===== src/rtl/reset_seq_pkg.sv =====
// Shared types and default constants for the staged reset sequencer.
// Imported by the sequencer top and its timer.
package reset_seq_pkg;

  localparam int DEF_NUM_STAGES     = 4;
  localparam int DEF_GAP_CYCLES     = 16;
  localparam int DEF_TIMEOUT_CYCLES = 1024;

  typedef enum logic [2:0] {
    S_IDLE,
    S_GAP,
    S_WAIT,
    S_DONE,
    S_ERROR
  } seq_state_e;

  // Wide enough for the larger of the two loads; the timer never wraps.
  function automatic int cnt_width(input int a, input int b);
    return $clog2(((a > b) ? a : b) + 1);
  endfunction

endpackage


===== src/rtl/seq_timer.sv =====
// Loadable down-counter shared by the gap and timeout phases.
// Saturates at zero; o_expired is high while the count is zero.
module seq_timer #(
  parameter int W = 11
) (
  input  logic         CLK,
  input  logic         reset,
  input  logic         i_start,
  input  logic [W-1:0] i_load,
  output logic         o_expired
);

  logic [W-1:0] r_cnt;

  always_ff @(posedge CLK) begin
    if (reset) begin
      r_cnt <= '0;
    end else if (i_start) begin
      r_cnt <= i_load;
    end else if (r_cnt != '0) begin
      r_cnt <= r_cnt - W'(1);
    end
  end

  assign o_expired = (r_cnt == '0);

endmodule


===== src/rtl/reset_sequencer.sv =====
// Releases downstream reset domains one at a time, waiting for each
// stage to acknowledge before moving on; any timeout or loss is terminal.
module reset_sequencer
  import reset_seq_pkg::*;
#(
  parameter int NUM_STAGES     = DEF_NUM_STAGES,
  parameter int GAP_CYCLES     = DEF_GAP_CYCLES,
  parameter int TIMEOUT_CYCLES = DEF_TIMEOUT_CYCLES
) (
  input  logic                          CLK,
  input  logic                          reset,
  input  logic [NUM_STAGES-1:0]         stage_ready,
  output logic [NUM_STAGES-1:0]         stage_rst,
  output logic                          seq_done,
  output logic                          seq_error,
  output logic [$clog2(NUM_STAGES)-1:0] err_stage
);

  localparam int IW = $clog2(NUM_STAGES);
  localparam int CW = cnt_width(GAP_CYCLES, TIMEOUT_CYCLES);

  seq_state_e            r_state;
  seq_state_e            w_state_nx;
  logic [IW-1:0]         r_idx;
  logic [IW-1:0]         w_idx_nx;
  logic [NUM_STAGES-1:0] r_stage_rst;
  logic [NUM_STAGES-1:0] w_rst_nx;
  logic                  r_done;
  logic                  w_done_nx;
  logic                  r_error;
  logic                  w_error_nx;
  logic [IW-1:0]         r_err_stage;
  logic [IW-1:0]         w_err_stage_nx;

  logic                  w_tmr_start;
  logic [CW-1:0]         w_tmr_load;
  logic                  w_tmr_expired;
  logic                  w_last;
  logic [IW-1:0]         w_drop_idx;

  seq_timer #(
    .W (CW)
  ) u_timer (
    .CLK       (CLK),
    .reset     (reset),
    .i_start   (w_tmr_start),
    .i_load    (w_tmr_load),
    .o_expired (w_tmr_expired)
  );

  assign w_last = (r_idx == IW'(NUM_STAGES - 1));

  always_comb begin
    w_drop_idx = '0;
    for (int i = NUM_STAGES - 1; i >= 0; i--) begin
      if (!stage_ready[i]) begin
        w_drop_idx = IW'(i);
      end
    end
  end

  always_comb begin
    w_state_nx     = r_state;
    w_idx_nx       = r_idx;
    w_rst_nx       = r_stage_rst;
    w_done_nx      = r_done;
    w_error_nx     = r_error;
    w_err_stage_nx = r_err_stage;
    w_tmr_start    = 1'b0;
    w_tmr_load     = '0;
    unique case (r_state)
      S_IDLE: begin
        w_state_nx  = S_GAP;
        w_idx_nx    = '0;
        w_tmr_start = 1'b1;
        w_tmr_load  = CW'(GAP_CYCLES);
      end
      S_GAP: begin
        if (w_tmr_expired) begin
          w_state_nx      = S_WAIT;
          w_rst_nx[r_idx] = 1'b0;
          w_tmr_start     = 1'b1;
          w_tmr_load      = CW'(TIMEOUT_CYCLES - 1);
        end
      end
      S_WAIT: begin
        // Ready is checked before expiry so a last-cycle ack still passes.
        if (stage_ready[r_idx]) begin
          if (w_last) begin
            w_state_nx = S_DONE;
            w_done_nx  = 1'b1;
          end else begin
            w_state_nx  = S_GAP;
            w_idx_nx    = r_idx + IW'(1);
            w_tmr_start = 1'b1;
            w_tmr_load  = CW'(GAP_CYCLES);
          end
        end else if (w_tmr_expired) begin
          w_state_nx     = S_ERROR;
          w_rst_nx       = '1;
          w_done_nx      = 1'b0;
          w_error_nx     = 1'b1;
          w_err_stage_nx = r_idx;
        end
      end
      S_DONE: begin
        if (!(&stage_ready)) begin
          w_state_nx     = S_ERROR;
          w_rst_nx       = '1;
          w_done_nx      = 1'b0;
          w_error_nx     = 1'b1;
          w_err_stage_nx = w_drop_idx;
        end
      end
      S_ERROR: begin
        w_state_nx = S_ERROR;
      end
      default: begin
        w_state_nx = S_IDLE;
      end
    endcase
  end

  always_ff @(posedge CLK) begin
    if (reset) begin
      r_state     <= S_IDLE;
      r_idx       <= '0;
      r_stage_rst <= '1;
      r_done      <= 1'b0;
      r_error     <= 1'b0;
      r_err_stage <= '0;
    end else begin
      r_state     <= w_state_nx;
      r_idx       <= w_idx_nx;
      r_stage_rst <= w_rst_nx;
      r_done      <= w_done_nx;
      r_error     <= w_error_nx;
      r_err_stage <= w_err_stage_nx;
    end
  end

  assign stage_rst = r_stage_rst;
  assign seq_done  = r_done;
  assign seq_error = r_error;
  assign err_stage = r_err_stage;

endmodule


===== config.mk =====
export PLATFORM = sky130hd
export DESIGN_NAME = reset_sequencer
export DESIGN_NICKNAME = d
export VERILOG_FILES = /design/src/rtl/reset_seq_pkg.sv /design/src/rtl/seq_timer.sv /design/src/rtl/reset_sequencer.sv
export SDC_FILE = /design/constraint.sdc
export NUM_CORES = 1
export LEC_CHECK = 0
export ABC_AREA = 1
export CAP_MARGIN = 10
export CORE_AREA = 3 3 55 57
export DETAILED_ROUTE_END_ITERATION = 16
export DIE_AREA = 0 0 58 60
export PLACE_DENSITY = 0.75
export SLEW_MARGIN = 25
export SYNTH_ARGS = -nofsm -noshare
export SYNTH_HDL_FRONTEND = slang
export SYNTH_SLANG_ARGS = --single-unit

===== constraint.sdc =====
create_clock -name CLK -period 2.3 [get_ports CLK]
set_input_delay 0.69 -clock CLK [delete_from_list [all_inputs] [get_ports CLK]]
set_output_delay 0.69 -clock CLK [all_outputs]
set_load 0.02 [all_outputs]

# Word level (Yosys, flattened, before mapping)
# Cells that the tools add are included.
[op_classes]
add_sub_neg = 2
n_mul = 0
div_mod_pow = 0
order_cmp = 2
n_eq_ne = 13
shift = 0
n_mux = 45
n_bitwise = 2
n_reduce_logical = 14
[op_table]
columns = ["cell", "n"]
rows = [
  ["$pmux 10 s3", 1],
  ["$mux 11", 2],
  ["$mux 2", 10],
  ["$mux 4", 4],
  ["$pmux 3 s5", 1],
  ["$mux 1", 12],
  ["$mux 3", 4],
  ["$pmux 4 s3", 1],
  ["$reduce_and 4->1", 3],
  ["$logic_not 11->1", 1],
  ["$reduce_bool 11->1", 1],
  ["$sub 11x1->11 const B", 1],
  ["$mux 10", 1],
  ["$mux 5", 2],
  ["$ne 2x2->1 const B", 4],
  ["$pmux 2 s2", 2],
  ["$eq 3x2->1 const B", 2],
  ["$reduce_and 3->1", 2],
  ["$reduce_bool 2->1", 3],
  ["$reduce_and 5->1", 1],
  ["$and 4x4->4", 1],
  ["$ne 2x1->1 const B", 2],
  ["$not 4->4", 1],
  ["$pmux 1 s2", 2],
  ["other kinds (14)", 14],
]
[totals]
reg_bits = 24
latchBits = 0
ram_bits = 0
rom_bits = 0
input_bits = 6
out_inout_bits = 8
word_cells = 85
mem_count = 0

# Longest topological paths before layout
# Gate-level depths: netlist of the first run.
[depth]
ltp_word = 8
mapped_depth = 11
mapped_depth_nobuf = 11

# By module
# Synthesis of the first run repeated with hierarchy kept, for this count alone.
[unflattened]
cells_unflattened = 236
area_unflattened_um2 = 1550.2
[by_module_without_submodules]
columns = ["module", "instances", "cells_each", "area_each_um2", "seq_area_each_um2"]
rows = [
  ["reset_sequencer", 1, 119, 810.8, 260.2],
  ["seq_timer", 1, 117, 739.5, 220.2],
]

# Least setup slack after synthesis of the first run
# OpenSTA, ideal clock, no wires.
[synth_path]
path_type = "input to register"
startpoint = "input port stage_ready[1]"
endpoint = "register u_timer.r_cnt[9]"
setup_time_ns = 0.113
arrival_time_ns = 1.392
t_required_ns = 2.187
slack_ns = 0.794
stages = 7
n_path_buf = 0
path_cell_list = "nand2_1 -> nand3_1 -> nand4_1 -> nand4_2 -> nand2_2 -> nor2_1 -> nor2_1"
[synth_via]
elab_chain_cells = 5
word_cells_on_any_way = 6
cone_classes = "5 x mux; 1 x reduce/logical"
[synth_lines]
columns = ["element", "line_no", "source"]
rows = [
  ["from (decl)", "reset_sequencer.sv:12", "input logic [NUM_STAGES-1:0] stage_ready,"],
  ["$bmux 1 s2 (*)", "reset_sequencer.sv:88", "if (stage_ready[r_idx]) begin"],
  ["$mux 1 (implied by the code) (*)", "reset_sequencer.sv:88", ""],
  ["$mux 1 (*)", "reset_sequencer.sv:88", ""],
  ["$pmux 1 s3 (*)", "reset_sequencer.sv:71", "unique case (r_state)"],
  ["$mux 11 or $reduce_bool 2->1 (tied branches)", "-", ""],
  ["to (signal assigned)", "seq_timer.sv:19", "r_cnt <= i_load;"],
  ["to (signal assigned)", "seq_timer.sv:21", "r_cnt <= r_cnt - W'(1);"],
  ["to (decl)", "seq_timer.sv:13", "logic [W-1:0] r_cnt;"],
]
# Mark *: on every way between the ends. The rest lies on a longest branch, timed or not. The select of a mux whose other input is x is not followed.
# A chain may end at the register's enable or synchronous reset.

# Final worst setup path of the first run
[layout_path]
startpoint = "register r_stage_rst[0] (netlist: stage_rst[0])"
endpoint = "output port stage_rst[0]"
[layout_lines]
columns = ["element", "line_no", "source"]
rows = [
  ["from (decl)", "reset_sequencer.sv:26", "logic [NUM_STAGES-1:0] r_stage_rst;"],
  ["from (signal assigned)", "reset_sequencer.sv:135", "r_stage_rst <= w_rst_nx;"],
  ["to (decl)", "reset_sequencer.sv:13", "output logic [NUM_STAGES-1:0] stage_rst,"],
]
# No word-level cell between the ends.

==> results of run 1 <==
## per-stage QoR
step | power [mW] | cells | area (µm²) | setup WS [ns] | hold slack (ns)
after detailed placement | 2.207 | 246 | 1578 | 0.1083 | 0.4331
after global routing | 2.779 | 250 | 1630 | 0.2319 | 0.4755
after global placement | 2.156 | 246 | 1578 | 0.1524 | 0.4299
after floorplan | 1.847 | 203 | 1406 | 0.7945 | 0.4803
after CTS | 2.522 | 250 | 1630 | 0.2977 | 0.4564
final | 2.535 | 250 | 1630 | 0.3089 | 0.4543
## registers in the layout (all words and copies together), names as in the netlist
register / flops
err_stage: 2
r_idx: 2
r_state: 3
seq_done: 1
seq_error: 1
stage_rst: 4
u_timer.r_cnt: 11
## worst min path at each step
stage	startpoint	end	slack, ns	cells past startpoint
2_1_floorplan	r_state[2]	r_state[2]	0.48	2
3_3_place_gp	stage_rst[2]	stage_rst[2]	0.43	2
3_5_place_dp	stage_rst[1]	stage_rst[1]	0.43	2
4_1_cts	stage_rst[1]	stage_rst[1]	0.46	2
5_1_grt	stage_rst[1]	stage_rst[1]	0.48	2
6_report	stage_rst[1]	stage_rst[1]	0.45	2
## cells in the final DEF (no fill, tap or decap), drive strengths merged
master	Yosys	final
o211ai	2	2
nor2	37	37
dfxtp	24	24
nand3b	1	1
clkbuf	1	3
ha	5	5
xor2	3	3
o21ai	8	8
buf	0	1
o22ai	2	2
nand3	18	18
inv	23	23
clkdlybuf4s50	0	13
a21oi	10	10
nand4	5	5
bufinv	0	1
a41oi	1	1
nand2	59	59
xnor2	2	2
a21boi	2	2
## cells by family (layout without fill, tap and decap cells)
| family | after synthesis | in the layout | synth area share |
|---|---|---|---|
| compound gates | 25 | 25 | 0.1059 |
| xor+xnor | 5 | 5 | 0.03114 |
| fa+ha+maj | 5 | 5 | 0.04448 |
| buf+inv | 24 | 41 | 0.06405 |
| flops | 24 | 24 | 0.3416 |
| simple gates | 120 | 120 | 0.4128 |
## routing by layer
metal | vias up | GRT usage
li1 | 686 | -
met4 | 0 | 0.07616
met3 | 10 | 0.03240
met5 | - | 0
met1 | 630 | 0.2891
met2 | 46 | 0.3339
## power by group
| part | internal, mW | switching [mW] |
|---|---|---|
| Clock | 0.176 | 0.131 |
| Sequential | 0.554 | 0.122 |
| Combinational | 0.534 | 1.02 |
## area by class of cell
type / count / area [µm²]
inverters: 23 / 86.33
clock inverters: 1 / 30.03
clock buffers: 3 / 22.52
repair buffers: 14 / 137.6
multi-input cells: 155 / 835.8
fillers: 222 / 892.1
well taps: 30 / 37.54
flip-flops and latches: 24 / 480.5
## cells in the mapped netlist, drive strengths merged, types with 2 or more instances
library cell  number  area share
nand4              5       0.027
o21ai              8       0.028
nand2             59        0.18
ha                 5       0.044
nand3             18       0.077
xor2               3       0.019
a21oi             10       0.038
o22ai              2      0.0089
dfxtp             24        0.34
inv               23       0.061
nor2              37        0.13
xnor2              2       0.012
a21boi             2       0.013
o211ai             2       0.011
==> results.yml, run 1 <==
routing:
  drt_iter0_drc: 94
  viasPerCell: 5.488
  final_antenna_net_count: 0
  wl_met3_um: 224
  route.met2.wl_um: 1481
  vias: 1372
  maxUsedRoutingLayer: "met4"
  drt_pass1_iterations: 4
  wl_met1_um: 1495
  routed_wl_um: 3261
  drcViolationCount: 0
  wl_per_cell_um: 13.04
floorplan:
  start_util: 0.5575
  core_mm2: 0.002522
  io_pins: 14
  row_count: 18
  die-area_mm2: 0.003480
  die_h_um: 60
  die_w_um: 58
critical_path:
  crit_path_top_delay_cell: "clkdlybuf4s50_1"
  start_kind: "flip-flop"
  slowest_delay_ns: 0.62
  crit_family: "buffers and inverters"
  crit_end: "stage_rst[0]"
  critPathBufInv: 1
  rr_worst_depth: 11
  crit_fanout: 2
  path_cells: "clkdlybuf4s50_1"
  critical_path_depth: 1
  end_kind: "primary output"
  worstPathArrival_ns: 1.30
  required_ns: 1.61
  r2r_slack_ns: 0.54
  timing.rr.start: "u_timer.r_cnt[0]"
  r2r_end: "stage_rst[0]"
  critPathKind: "flip-flop to primary output"
  startpoint: "stage_rst[0]"
clocking:
  cts.sinks: 24
  cts_buffers: 3
  postCtsSetupBuffers: 0
  cts_htree_levels: 1
  clk_latency_ns: 0.32
  clkTransAtPathRegs_ns: 0.14
  cts.root.buffer_cell: "clkbuf_4"
  cts_tree: "built"
  clk_path_buf_depth: 2
  ctsHoldBuffers: 0
  ctsResizeCount: 0
grt:
  antenna_found_initial: 0
  grt_usage: 0.2105
  grt_pass1_wl_um: 5699
  grt_max_degree: 15
  overflow: 0
  grt_pass1_vias: 1283
logic_synthesis:
  synth.distinct_cells: 27
  avgSynthCellArea_um2: 6.928
  synth_cells: 203
  syn_area_mm2: 0.001406
  yosys_warnings: 0
  synth.yosys.seq_area_share: 0.3416
  yosys_most_used_dff: "dfxtp_1"
  ys_ff_latch: 24
  synth-edff-count: 0
  ys_async_sr_fraction: 0
  synth_nets: 214
power:
  peakVddDrop_mv: 1.052
  power.density_mw_per_mm2: 1555
  leakage_nw: 0.7782
sta:
  setup_viol: 0
  worst_slew_pin_slew_ns: 0.2855
  slew_headroom: 0.8095
  skew_ns: 0.008898
  rsz0062_at_grt: "no"
  period_needed_ns: 1.991
  fin_setup_tns_ns: 0
  hold_violations: 0
  fin_crit_sh: 0.8657
  fmax_mhz: 502.2
  timing.final.max_slew_violations: 0
final_layout:
  nNetsFinal: 232
  areaGrowthSynthToFinish_pct: 15.92
  drive_gt1_frac: 0.1318
  utilization: 0.6463
  antenna_cells: 0
run:
  drv_cap: 0
hold_path:
  min-delay-path-class: "flip-flop to flip-flop"
placed_design:
  gp_congestion: 0.8907
  post-dp-hpwl_um: 2578
  numPortBuffers: 13
run_status:
  status: "finished, final reports clean"
(Power assumes the default switching activity.)
==> run 2, diff against run 1 <==
Settings changed: CORE_AREA 3 3 55 57 to 8 8 60 62, DIE_AREA 0 0 58 60 to 0 0 68 70.
==> run 2 against run 1 <==
Against the previous run:
- combinational power is essentially flat
- first-iteration DRC count up 74%
- critical endpoint is now err_stage[0]
- sequential power hardly changed
- die area up 37%
- wire length is 3.8% higher
- largest power group unchanged
- utilization decreased by 3.4 points
- sequential share of layout area about the same
- highest routed layer unchanged
- cell count rose by 0.40%
==> results.yml, run 2 (same netlist as run 1, synthesis figures left out) <==
final_layout:
  mostFrequentLayoutCell: "nand2_1"
  drive_gt1_frac: 0.1318
  areaGrowthSynthToFinish_pct: 16.01
  largest_reg_flops: 11
  antenna_cells: 0
  layout_common_cells: "nand2_1 (51), nor2_1 (30), dfxtp_1 (24)"
  fillers: 254
  nNetsFinal: 232
  final_area_mm2: 0.001632
  top_register: "u_timer.r_cnt"
floorplan:
  io_pins: 14
  core_mm2: 0.002663
  row_count: 19
  start_util: 0.5282
  die-area_mm2: 0.004760
  die_h_um: 70
  die_w_um: 68
placed_design:
  gp_congestion: 0.8846
  post-dp-hpwl_um: 2609
  placed_area_mm2: 0.001579
  numPortBuffers: 13
critical_path:
  rr_worst_depth: 11
  crit_family: "buffers and inverters"
  worstPathArrival_ns: 1.32
  end_kind: "primary output"
  critPathKind: "flip-flop to primary output"
  crit_path_top_delay_cell: "clkdlybuf4s50_1"
  critPathBufInv: 1
  crit_fanout: 2
  path_cells: "clkdlybuf4s50_1"
  critical_path_depth: 1
  slowest_delay_ns: 0.62
  start_kind: "flip-flop"
  required_ns: 1.61
sta:
  worst_slew_pin_slew_ns: 0.3226
  whs_ns: 0.4654
  hold_violations: 0
  rsz0062_at_grt: "no"
  timing.final.max_slew_violations: 0
  fin_setup_tns_ns: 0
  fmax_mhz: 496.7
  skew_ns: 0.007038
  setup_viol: 0
  fin_crit_sh: 0.8753
  slew_headroom: 0.7847
  period_needed_ns: 2.013
clocking:
  postCtsSetupBuffers: 0
  cts_htree_levels: 1
  cts_tree: "built"
  clk_latency_ns: 0.34
  cts_buffers: 3
  clkTransAtPathRegs_ns: 0.14
  ctsHoldBuffers: 0
  ctsResizeCount: 0
  cts.root.buffer_cell: "clkbuf_4"
  cts.sinks: 24
  clk_path_buf_depth: 2
power:
  power.density_mw_per_mm2: 1555
  p_comb_frac: 0.609
  sw_frac_of_total: 0.5019
  p_int_mw: 1.264
  clockPowerShare: 0.125
  leakage_nw: 0.7782
  p_seq_frac: 0.266
  peakVddDrop_mv: 0.9032
  power.total_mw: 2.537
  switching_power_mw: 1.273
routing:
  drcViolationCount: 0
  drt_pass1_iterations: 4
  vias: 1380
  drt_iter0_drc: 164
  final_antenna_net_count: 0
  viasPerCell: 5.498
  routed_wl_um: 3385
  wl_per_cell_um: 13.49
hold_path:
  hold_depth: 2
  min-delay-path-class: "flip-flop to flip-flop"
run_status:
  status: "finished, final reports clean"
grt:
  overflow: 0
  grt_usage: 0.1504
  grt_max_degree: 15
  grt_pass1_wl_um: 5678
  antenna_found_initial: 0
  grt_pass1_vias: 1323
run:
  drv_cap: 0
[run 2: path summary, 6_finish.rpt]
check	start	endpoint	slack, ns
max	err_stage[0]	err_stage[0]	0.29
min	stage_rst[2]	stage_rst[2]	0.47
max reg2reg	u_timer.r_cnt[0]	stage_rst[3]	0.54
min reg2reg	stage_rst[2]	stage_rst[2]	0.47
[run 2: per-layer routing]
layer / GRT usage / vias up / routed length (µm)
li1: - / 686 / -
met1: 0.1611 / 627 / 1424
met2: 0.2495 / 58 / 1623
met3: 0.03509 / 9 / 230
met4: 0.1002 / 0 / 107
met5: 0 / - / 0
[run 2: layout make-up]
class                           instances  area [µm²]  area share
Clock buffer                            3       22.52     0.01380
Clock inverter                          1       30.03     0.01840
Inverter                               23       86.33     0.05291
Multi-Input combinational cell        155       835.8      0.5123
Sequential cell                        24       480.5      0.2945
Tap cell                               31       38.79     0.02377
Timing Repair Buffer                   14       137.6     0.08436
[run 2: metrics by stage]
step                      std cells  worst slack, ns  utilization
after floorplan                 203           0.7945            -
after global placement          247           0.1565       0.5930
after detailed placement        247          0.07599       0.5930
after CTS                       251           0.2799       0.6128
after global routing            251           0.2273       0.6128
final                           251           0.2869       0.6128
[run 2: power by group through the flow]
| stage | Clock, mW | Sequential, mW | Combinational (mW) |
|---|---|---|---|
| final | 0.317 | 0.675 | 1.54 |
| after global routing | 0.338 | 0.691 | 1.72 |
| after CTS | 0.325 | 0.672 | 1.53 |
| after detailed placement | 0 | 0.682 | 1.51 |
| after global placement | 0 | 0.676 | 1.46 |
| after floorplan | 0 | 0.693 | 1.15 |
